File: src/rtl/mem_store_unit_if.sv
// Data-side SRAM-like write bus between the MEM-stage store issuer (master) and memory (slave).
interface mem_store_unit_if #(
   parameter int unsigned ADDR_W = 32,
   parameter int unsigned DATA_W = 32
);
   logic                  data_req;
   logic                  data_wr;
   logic [1:0]            data_size;
   logic [ADDR_W-1:0]     data_addr;
   logic [DATA_W/8-1:0]   data_wstrb;
   logic [DATA_W-1:0]     data_wdata;
   logic                  data_addr_ok;
   logic                  data_data_ok;

   modport master (
      output data_req,
      output data_wr,
      output data_size,
      output data_addr,
      output data_wstrb,
      output data_wdata,
      input  data_addr_ok,
      input  data_data_ok
   );

   modport slave (
      input  data_req,
      input  data_wr,
      input  data_size,
      input  data_addr,
      input  data_wstrb,
      input  data_wdata,
      output data_addr_ok,
      output data_data_ok
   );
endinterface

File: src/rtl/mem_store_unit.sv
// MEM-stage store issuer: byte strobes, lane-aligned data, AdES and the req/addr_ok/data_ok write.
// Define STORE_PERF_CNT_EN to add the perf_store_cnt / perf_stall_cnt counters.
module mem_store_unit #(
   parameter int unsigned ADDR_W    = 32,
   parameter int unsigned DATA_W    = 32,
   parameter logic [7:0]  ALUOP_SB  = 8'h28,
   parameter logic [7:0]  ALUOP_SH  = 8'h29,
   parameter logic [7:0]  ALUOP_SWL = 8'h2A,
   parameter logic [7:0]  ALUOP_SW  = 8'h2B,
   parameter logic [7:0]  ALUOP_SWR = 8'h2E
) (
   input  logic              clk,
   input  logic              rst,
   input  logic              store_valid_i,
   input  logic [7:0]        aluop_i,
   input  logic [ADDR_W-1:0] mem_addr_i,
   input  logic [31:0]       rt_data_i,
   input  logic              exc_flush_i,
   input  logic              pipe_adv_i,
   mem_store_unit_if.master  bus,
   output logic              ades_o,
   output logic              stall_o
`ifdef STORE_PERF_CNT_EN
   ,
   output logic [31:0]       perf_store_cnt,
   output logic [31:0]       perf_stall_cnt
`endif
);

   typedef enum logic [1:0] {StIdle, StReq, StWait, StDone} state_e;

   state_e              r_state;
   logic                r_req;
   logic [1:0]          r_size;
   logic [ADDR_W-1:0]   r_addr;
   logic [3:0]          r_wstrb;
   logic [DATA_W-1:0]   r_wdata;

   logic [1:0]          w_a;
   logic                w_is_sb;
   logic                w_is_sh;
   logic                w_is_sw;
   logic                w_is_swl;
   logic                w_is_swr;
   logic                w_is_store;
   logic                w_legal;
   logic [3:0]          w_wstrb;
   logic [DATA_W-1:0]   w_wdata;
   logic [1:0]          w_size;
   logic [ADDR_W-1:0]   w_addr;
   logic [ADDR_W-1:0]   w_addr_al;

   assign w_a        = mem_addr_i[1:0];
   assign w_addr_al  = {mem_addr_i[ADDR_W-1:2], 2'b00};
   assign w_is_sb    = (aluop_i == ALUOP_SB);
   assign w_is_sh    = (aluop_i == ALUOP_SH);
   assign w_is_sw    = (aluop_i == ALUOP_SW);
   assign w_is_swl   = (aluop_i == ALUOP_SWL);
   assign w_is_swr   = (aluop_i == ALUOP_SWR);
   assign w_is_store = w_is_sb | w_is_sh | w_is_sw | w_is_swl | w_is_swr;

   // SWL/SWR are the unaligned-word pair and never raise AdES.
   assign ades_o  = store_valid_i & ((w_is_sh & w_a[0]) | (w_is_sw & (w_a != 2'b00)));
   assign w_legal = store_valid_i & w_is_store & ~ades_o & ~exc_flush_i;

   always_comb begin
      w_wstrb = 4'b0000;
      w_wdata = '0;
      w_size  = 2'd2;
      w_addr  = mem_addr_i;
      if (w_is_sb) begin
         w_size  = 2'd0;
         w_wstrb = 4'b0001 << w_a;
         w_wdata = {4{rt_data_i[7:0]}};
      end else if (w_is_sh) begin
         w_size  = 2'd1;
         w_wstrb = w_a[1] ? 4'b1100 : 4'b0011;
         w_wdata = {2{rt_data_i[15:0]}};
      end else if (w_is_sw) begin
         w_wstrb = 4'b1111;
         w_wdata = rt_data_i;
      end else if (w_is_swl) begin
         // SWL writes the high-order bytes of rt into the low lanes up to the addressed byte.
         w_addr = w_addr_al;
         case (w_a)
            2'd0: begin w_wstrb = 4'b0001; w_wdata = {24'b0, rt_data_i[31:24]}; end
            2'd1: begin w_wstrb = 4'b0011; w_wdata = {16'b0, rt_data_i[31:16]}; end
            2'd2: begin w_wstrb = 4'b0111; w_wdata = {8'b0, rt_data_i[31:8]};   end
            default: begin w_wstrb = 4'b1111; w_wdata = rt_data_i;              end
         endcase
      end else if (w_is_swr) begin
         w_addr = w_addr_al;
         case (w_a)
            2'd0: begin w_wstrb = 4'b1111; w_wdata = rt_data_i;                 end
            2'd1: begin w_wstrb = 4'b1110; w_wdata = {rt_data_i[23:0], 8'b0};   end
            2'd2: begin w_wstrb = 4'b1100; w_wdata = {rt_data_i[15:0], 16'b0};  end
            default: begin w_wstrb = 4'b1000; w_wdata = {rt_data_i[7:0], 24'b0}; end
         endcase
      end
   end

   always_ff @(posedge clk) begin
      if (rst) begin
         r_state <= StIdle;
         r_req   <= 1'b0;
         r_size  <= 2'd0;
         r_addr  <= '0;
         r_wstrb <= 4'b0000;
         r_wdata <= '0;
      end else begin
         case (r_state)
            StIdle: begin
               if (w_legal) begin
                  r_state <= StReq;
                  r_req   <= 1'b1;
                  r_size  <= w_size;
                  r_addr  <= w_addr;
                  r_wstrb <= w_wstrb;
                  r_wdata <= w_wdata;
               end
            end
            StReq: begin
               // Acceptance wins over a same-cycle flush: the write is already committed.
               if (bus.data_addr_ok) begin
                  r_state <= StWait;
                  r_req   <= 1'b0;
               end else if (exc_flush_i) begin
                  r_state <= StIdle;
                  r_req   <= 1'b0;
               end
            end
            StWait: begin
               if (bus.data_data_ok) begin
                  r_state <= StDone;
               end
            end
            StDone: begin
               if (pipe_adv_i | exc_flush_i) begin
                  r_state <= StIdle;
               end
            end
            default: begin
               r_state <= StIdle;
               r_req   <= 1'b0;
            end
         endcase
      end
   end

   always_comb begin
      stall_o = 1'b0;
      case (r_state)
         StIdle:  stall_o = w_legal;
         StReq:   stall_o = 1'b1;
         StWait:  stall_o = ~bus.data_data_ok;
         default: stall_o = 1'b0;
      endcase
   end

   assign bus.data_req   = r_req;
   assign bus.data_wr    = r_req;
   assign bus.data_size  = r_size;
   assign bus.data_addr  = r_addr;
   assign bus.data_wstrb = r_wstrb;
   assign bus.data_wdata = r_wdata;

`ifdef STORE_PERF_CNT_EN
   logic [31:0] r_store_cnt;
   logic [31:0] r_stall_cnt;

   always_ff @(posedge clk) begin
      if (rst) begin
         r_store_cnt <= 32'd0;
         r_stall_cnt <= 32'd0;
      end else begin
         if ((r_state == StWait) && bus.data_data_ok) begin
            r_store_cnt <= r_store_cnt + 32'd1;
         end
         if (stall_o) begin
            r_stall_cnt <= r_stall_cnt + 32'd1;
         end
      end
   end

   assign perf_store_cnt = r_store_cnt;
   assign perf_stall_cnt = r_stall_cnt;
`endif

endmodule

File: src/flat_wrapper.sv
// flat-port wrapper written by rule: the top's interface ports become plain ports
module mem_store_unit_flat 
#(
   parameter int unsigned ADDR_W    = 32,
   parameter int unsigned DATA_W    = 32,
   parameter logic [7:0]  ALUOP_SB  = 8'h28,
   parameter logic [7:0]  ALUOP_SH  = 8'h29,
   parameter logic [7:0]  ALUOP_SWL = 8'h2A,
   parameter logic [7:0]  ALUOP_SW  = 8'h2B,
   parameter logic [7:0]  ALUOP_SWR = 8'h2E
)
  (clk, rst, store_valid_i, aluop_i, mem_addr_i, rt_data_i, exc_flush_i, pipe_adv_i, ades_o, stall_o, bus_data_req, bus_data_wr, bus_data_size, bus_data_addr, bus_data_wstrb, bus_data_wdata, bus_data_addr_ok, bus_data_data_ok);
  mem_store_unit_if #(.ADDR_W(ADDR_W), .DATA_W(DATA_W)) bus_i ();
  input  logic clk;
  input  logic rst;
  input  logic store_valid_i;
  input  logic [7:0] aluop_i;
  input  logic [ADDR_W-1:0] mem_addr_i;
  input  logic [31:0] rt_data_i;
  input  logic exc_flush_i;
  input  logic pipe_adv_i;
  output logic ades_o;
  output logic stall_o;
  output wire logic [$bits(bus_i.data_req)-1:0] bus_data_req;
  output wire logic [$bits(bus_i.data_wr)-1:0] bus_data_wr;
  output wire logic [$bits(bus_i.data_size)-1:0] bus_data_size;
  output wire logic [$bits(bus_i.data_addr)-1:0] bus_data_addr;
  output wire logic [$bits(bus_i.data_wstrb)-1:0] bus_data_wstrb;
  output wire logic [$bits(bus_i.data_wdata)-1:0] bus_data_wdata;
  input wire logic [$bits(bus_i.data_addr_ok)-1:0] bus_data_addr_ok;
  input wire logic [$bits(bus_i.data_data_ok)-1:0] bus_data_data_ok;
  assign bus_data_req = bus_i.data_req;
  assign bus_data_wr = bus_i.data_wr;
  assign bus_data_size = bus_i.data_size;
  assign bus_data_addr = bus_i.data_addr;
  assign bus_data_wstrb = bus_i.data_wstrb;
  assign bus_data_wdata = bus_i.data_wdata;
  assign bus_i.data_addr_ok = bus_data_addr_ok;
  assign bus_i.data_data_ok = bus_data_data_ok;
  mem_store_unit #(.ADDR_W(ADDR_W), .DATA_W(DATA_W), .ALUOP_SB(ALUOP_SB), .ALUOP_SH(ALUOP_SH), .ALUOP_SWL(ALUOP_SWL), .ALUOP_SW(ALUOP_SW), .ALUOP_SWR(ALUOP_SWR)) u_core (.clk(clk), .rst(rst), .store_valid_i(store_valid_i), .aluop_i(aluop_i), .mem_addr_i(mem_addr_i), .rt_data_i(rt_data_i), .exc_flush_i(exc_flush_i), .pipe_adv_i(pipe_adv_i), .bus(bus_i), .ades_o(ades_o), .stall_o(stall_o));
endmodule
File: config.mk
export PLATFORM = sky130hd
export DESIGN_NAME = mem_store_unit_flat
export DESIGN_NICKNAME = d
export VERILOG_FILES = /design/src/rtl/mem_store_unit_if.sv /design/src/rtl/mem_store_unit.sv /design/src/flat_wrapper.sv
export SDC_FILE = /design/constraint.sdc
export NUM_CORES = 1
export LEC_CHECK = 0
export ABC_AREA = 1
export BUFFER_PORTS_ARGS = -buffer_cell sky130_fd_sc_hd__buf_2
export CAP_MARGIN = 20
export CORE_MARGIN = 1
export CORE_UTILIZATION = 27
export DETAILED_ROUTE_END_ITERATION = 12
export SYNTH_ARGS = -nofsm -noshare
export SYNTH_HDL_FRONTEND = slang
export SYNTH_SLANG_ARGS = --single-unit
File: constraint.sdc
create_clock -name clk -period 2.9 [get_ports clk]
set_input_delay 0.29 -clock clk [delete_from_list [all_inputs] [get_ports clk]]
set_output_delay 0.29 -clock clk [all_outputs]
set_load 0.01 [all_outputs]
After elaboration in Yosys (flattened, before gate mapping)
Index checks and enable logic that the tools add are counted.
{ "word_totals": {"inputBits": 79, "word_cells": 76, "register_bits": 73, "output_inout_bits": 74} }
{ "classes": {"n_shift": 1, "reduce_logical": 7, "muxes": 33, "eq_ne": 14, "bitwise": 15} }
{ "ops": {"columns": ["operator", "n"], "rows": [
  ["32-bit one-hot mux with 3 select lines", 2],
  ["32-bit 2-to-1 mux", 5],
  ["8-bit by 6-bit equality test with 1-bit output (second input constant)", 5],
  ["2-bit 2-to-1 mux", 12],
  ["4-bit 2-to-1 mux", 6],
  ["4-bit one-hot mux with 3 select lines", 1],
  ["3-bit one-hot mux with 3 select lines", 1],
  ["2-bit one-hot mux with 4 select lines", 1],
  ["1-bit AND", 6],
  ["2-bit equality test (second input constant)", 3],
  ["1-bit bitwise OR", 6],
  ["2-bit by 1-bit equality test with 1-bit output (second input constant)", 2],
  ["2-bit logical NOT", 2],
  ["2-bit by 1-bit != test with 1-bit output (second input constant)", 2],
  ["4-bit AND reduction", 1],
  ["2-bit nonzero test", 2],
  ["1-bit by 2-bit left shift with 4-bit output (first input constant)", 1],
  ["1-bit 2-to-1 mux", 3],
  ["3-bit != test (second input constant)", 1],
  ["1-bit NOT", 3],
  ["1-bit one-hot mux with 3 select lines", 1],
  ["3-bit AND reduction", 1],
  ["2-bit != test (second input constant)", 1],
  ["1-bit one-hot mux with 2 select lines", 1],
  ["2-bit AND reduction", 1]
]} }

Depth between registers and ports, before layout
{ "depth": {"ltp_word": 10, "ltp_mapped": 12, "depth_no_buf": 11} }

Worst setup path after synthesis
No wires, ideal clock.
{ "synth_path": {"kind": "input port to output port", "from": "input port aluop_i[4]", "to": "output port stall_o", "path_slack_ns": 1.172, "t_arrival_ns": 1.438, "path_buffers": 2, "required_time_ns": 2.610, "stages": 9, "cell_sequence": "inv_1 -> nand2_1 -> nor2_2 -> nand2_1 -> a21oi_4 -> nand3_2 -> buf_6 -> buf_2 -> nand3_1"} }
{ "synth_between": {"elab_chain_len": 9, "word_cells_on_any_way": 18, "classes_between": "eq/ne: 5; mux: 1; bitwise: 12"} }
{ "synth_rtl": {"columns": ["element", "line_no", "source"], "rows": [
  ["start, declared", "flat_wrapper.sv:17", "input logic [7:0] aluop_i;"],
  ["8-bit by 6-bit equality test with 1-bit output (on tied branches)", "mem_store_unit.sv:55, mem_store_unit.sv:56", null],
  ["1-bit bitwise OR (4 in a row)", "mem_store_unit.sv:60", "assign w_is_store = w_is_sb | w_is_sh | w_is_sw | w_is_swl | w_is_swr;"],
  ["1-bit AND", "mem_store_unit.sv:64", "assign w_legal = store_valid_i & w_is_store & ~ades_o & ~exc_flush_i;"],
  ["1-bit AND * (2 in a row)", "mem_store_unit.sv:64", null],
  ["1-bit one-hot mux with 3 select lines *", "mem_store_unit.sv:152", "case (r_state)"],
  ["end, declared", "flat_wrapper.sv:23", "output logic stall_o;"]
]} }
Mark *: on every way between the ends. The rest lies on a longest branch, timed or not.

Final worst setup path
{ "layout_path": {"from": "input port aluop_i[2]", "to": "register u_core.r_addr[17], in the netlist u_core.bus.data_addr[17]"} }
{ "layout_between": {"elab_chain_len": 9, "word_cells_on_any_way": 18, "classes_between": "eq/ne: 5; bitwise: 12; reduce/logical: 1"} }
{ "layout_rtl": {"columns": ["element", "line_no", "source"], "rows": [
  ["8-bit by 6-bit equality test with 1-bit output (on tied branches)", "mem_store_unit.sv:55, mem_store_unit.sv:56", null],
  ["1-bit bitwise OR (4 in a row)", "mem_store_unit.sv:60", null],
  ["1-bit AND", "mem_store_unit.sv:64", null],
  ["1-bit AND * (2 in a row)", "mem_store_unit.sv:64", null],
  ["2-bit AND reduction (no line) *", null, null],
  ["end signal, assigned", "mem_store_unit.sv:117", "r_addr <= w_addr;"],
  ["end, declared", "mem_store_unit.sv:35", "logic [ADDR_W-1:0] r_addr;"]
]} }
Marked as above.
A chain may end at the register's enable or synchronous reset.

==> flow_results.org <==
** Run status
- The flow ran to the end, and the final reports show no timing, DRC or antenna violations.

** Final layout
- Share of the core filled with cells :: 0.359
- The repair_antennas step left the layout with diodes totalling 0.
- The filler cells instantiated in the layout total ~1.9k.
- Summing all multi-input logic gate instances after layout gives 2570 sq um.
- Fraction of final layout cells sized beyond drive strength 1 :: 0.220
- FF/Latch Area :: 1460 sq um
- Final standard cell area without fillers :: 5790 sq um
- Net count of the finished layout :: 982
- Compared with the post-synthesis result, the final layout area differs by 28.0%.

** Synth
- In the synthesized netlist the dominant register cell turns out to be sky130_fd_sc_hd__dfxtp_1.
- Sequential fraction of the synthesis area :: 0.323
- Top-area cell type share of the netlist area :: 0.323
- Leading post-synthesis cells by instance count :: sky130_fd_sc_hd__nand2_1, sky130_fd_sc_hd__nor2_1, sky130_fd_sc_hd__dfxtp_1, sky130_fd_sc_hd__inv_1, sky130_fd_sc_hd__a21oi_1
- The synthesized design contains 73 register bits.
- For this run, the number of Yosys warnings is 0.
- Post-synthesis cell count :: ~760
- Mean instance size in the synthesized netlist :: slightly below 6 sq um
- The largest total area in the synthesized netlist belongs to sky130_fd_sc_hd__dfxtp_1.
- Count of different cell masters after synthesis :: 26
- Biggest area contributors in the synthesized netlist :: sky130_fd_sc_hd__dfxtp_1, sky130_fd_sc_hd__nand2_1, sky130_fd_sc_hd__nor2_1, sky130_fd_sc_hd__inv_1, sky130_fd_sc_hd__a21oi_1
- Counting flops with a built-in enable in the synthesized netlist gives 0.
- Count leader, synth :: sky130_fd_sc_hd__nand2_1
- Synthesis produced a netlist with a net count of 841.
- The mapped netlist covers 4520 sq um.
- Counting flops with an async set or reset pin after synthesis yields a share of 0.

** Die
- The core region is 16,100 sq um.
- Initial core utilization :: 0.281
- The die covers 17,300 sq um.
- Number of standard-cell rows in the floorplan :: 46
- In this run the count of I/O pins placed on the die edge is 153.
- Die width :: approximately 130 um
- In this run the vertical extent of the chip is 131 um.

** Route
- Vias per inst :: 4.79
- In this run, the number of DRC markers left after iteration 0 of detailed routing was 566.
- In this run the remaining antenna-violating nets after routing total 0.
- Detailed-routing iteration count for the pre-antenna-repair pass :: 5
- For this block, the routed nets add up to 17,100 um of wire.
- Dividing the detail-routed wire length by the instance count gives around 15 um.
- The final route contains 5,388 vias.
- In the routed design, unresolved DRC markers number 0.

** CTS
- Root buf cell :: sky130_fd_sc_hd__clkbuf_16
- TritonCTS created 9 clock buffers.
- The longest clock path from root to sink contains 2 buffers.
- The number of hold buffers added after CTS was 0.
- Clock transition at the registers of the reported paths :: approximately 0.060 ns
- The H-tree was split into 3 levels.
- At the later pin of the worst-skew pair, clock insertion delay measures 0.34 ns.
- Post-CTS Repair Setup Buffers :: 0
- CTS resizes :: 0
- TritonCTS clock tree :: built
- Clock sink count :: 73

** Timing
- After routing, the total negative slack on setup checks comes to 0 ns.
- Slew at the pin closest to its max-slew limit :: 0.948 ns
- Finish-stage setup viols :: 0
- Fmax :: 0.498 GHz
- The max-slew violation total from the final report is 0.
- Clk_skew :: 0.00648 ns
- In the finished design, the share of the clock period the worst path needs comes to 0.693.
- Subtracting the final worst setup slack from the clock period gives 2.01 ns.
- Unrepaired setup endpoints after global routing :: false
- In this run the tightest slew margin relative to its limit is 0.367.
- The number of hold-slack violations in the final timing report is 0.

** Setup path
- At the worst endpoint, the required time is 3.17 ns.
- STA classifies the critical path endpoint as a register.
- The cell that appears most often on the critical path is sky130_fd_sc_hd__nand2_2.
- The slowest stage of the critical path is the sky130_fd_sc_hd__nor2_4 cell.
- Largest fanout of any net on the critical path :: 42
- The signal on the critical path passes through buf_2, inv_1, nand2_2, nor2_1, nand2_2, nand2_1, nand3_4, nand2_2, nor2_4, nand2_1, a21oi_1.
- The worst setup path is launched from an input pin.
- The worst setup path is of the in2reg kind.
- For the worst setup path, the data arrival time is between 2 and 2.5 ns.
- Highest cell delay on the worst timing path :: between 0.7 and 0.8 ns

** Global route
- Across every metal layer, demand over resource in global routing totals 0.198.
- The via count of the first global-routing pass was 4,834.
- The first global-routing pass estimated 26,900 um of wire.
- Pin count of the biggest net entering global routing :: 46
- Total congestion overflow after global routing :: 0
- Number of antenna violations at the first check in global routing :: 0

** Place
- The count of buffers added on input and output ports is 152.
- Weighted congestion reported at the end of routability-driven placement :: 0.907
- Summing all placed instances gives a cell area of 5480 sq um.
- Detailed placement HPWL :: 12,500 um

** Job
- The tool flagged a number of max-cap violations equal to 0.

** Power and ir drop
- Power density relative to cell area :: 415 nW/um^2
- IR Drop Worst-Case VDD :: 232 uV
- Leakage power figure :: 2.90 nW

** Min path
- The worst hold path belongs to the class in2reg.
## power breakdown
part	total, mW	internal, mW	switching [mW]
Clock	1.13	0.675	0.457
Combinational	0.260	0.0874	0.172
Sequential	1.01	1.01	0.00226
## metal layers
metal	wire [um]	GRT usage
met5	0	0
met4	585	0.0911
met3	1320	0.0305
met2	7800	0.314
met1	7400	0.264
## worst max-delay path, delay by kind of cell
family | cells | cell delay (ns)
simple gates | 8 | 1.62
compound gates | 1 | 0.18
buf+inv | 2 | 0.17
## placed cells by master (no fill, tap or decap), drive strengths merged
cell	instances
inv	76
nand3	53
clkbuf	9
nand2	271
buf	170
o22ai	8
a21oi	52
dfxtp	73
o21ai	48
nand4	22
o211ai	19
nor2	95
clkinv	5
o2111ai	2
bufinv	1
nor3	4
## flip-flops by register name (all words and copies together) (netlist names), named ones only
signal                 flops
u_core.bus.data_addr      32
u_core.bus.data_req        1
u_core.bus.data_size       2
u_core.bus.data_wdata     32
u_core.bus.data_wstrb      4
u_core.r_state             1
## per-stage QoR
stage          instances  power (mW)  hold WS [ns]  worst slack (ns)
2_1_floorplan        762        1.15         0.433              1.17
3_3_place_gp        1108        1.29         0.449             0.606
3_5_place_dp        1108        1.29         0.453             0.568
4_1_cts             1124        2.43         0.180             0.899
5_1_grt             1124        2.51         0.186             0.673
6_report            1124        2.40         0.193             0.890
## area by class of cell
cell class	instances	area share
Tap cell	216	0.0467
Clock inverter	7	0.0136
Sequential cell	73	0.253
Clock buffer	9	0.0389
Inverter	75	0.0486
Timing Repair Buffer	170	0.155
Multi-Input combinational cell	574	0.445
## logic make-up (layout without fill, tap and decap cells)
group	after synthesis	after routing	synth area share
AOI/OAI and AO/OA	129	129	0.160
and+or+nand+nor	445	445	0.410
DFF	73	73	0.323
buffers and inverters	115	261	0.107
## final timing paths
path / end / slack (ns) / startpoint / depth (start not counted)
setup / recovery: u_core.bus.data_addr[17]$_SDFFE_PP0P_ / 0.89 / aluop_i[2] / 11
hold / removal: u_core.bus.data_addr[24]$_SDFFE_PP0P_ / 0.19 / mem_addr_i[24] / 3
setup reg to reg: u_core.bus.data_addr[17]$_SDFFE_PP0P_ / 0.99 / register / 6
hold reg to reg: u_core.bus.data_addr[26]$_SDFFE_PP0P_ / 0.46 / u_core.bus.data_addr[26]$_SDFFE_PP0P_ / 2
No activity file was read; power rests on OpenSTA's default activity.
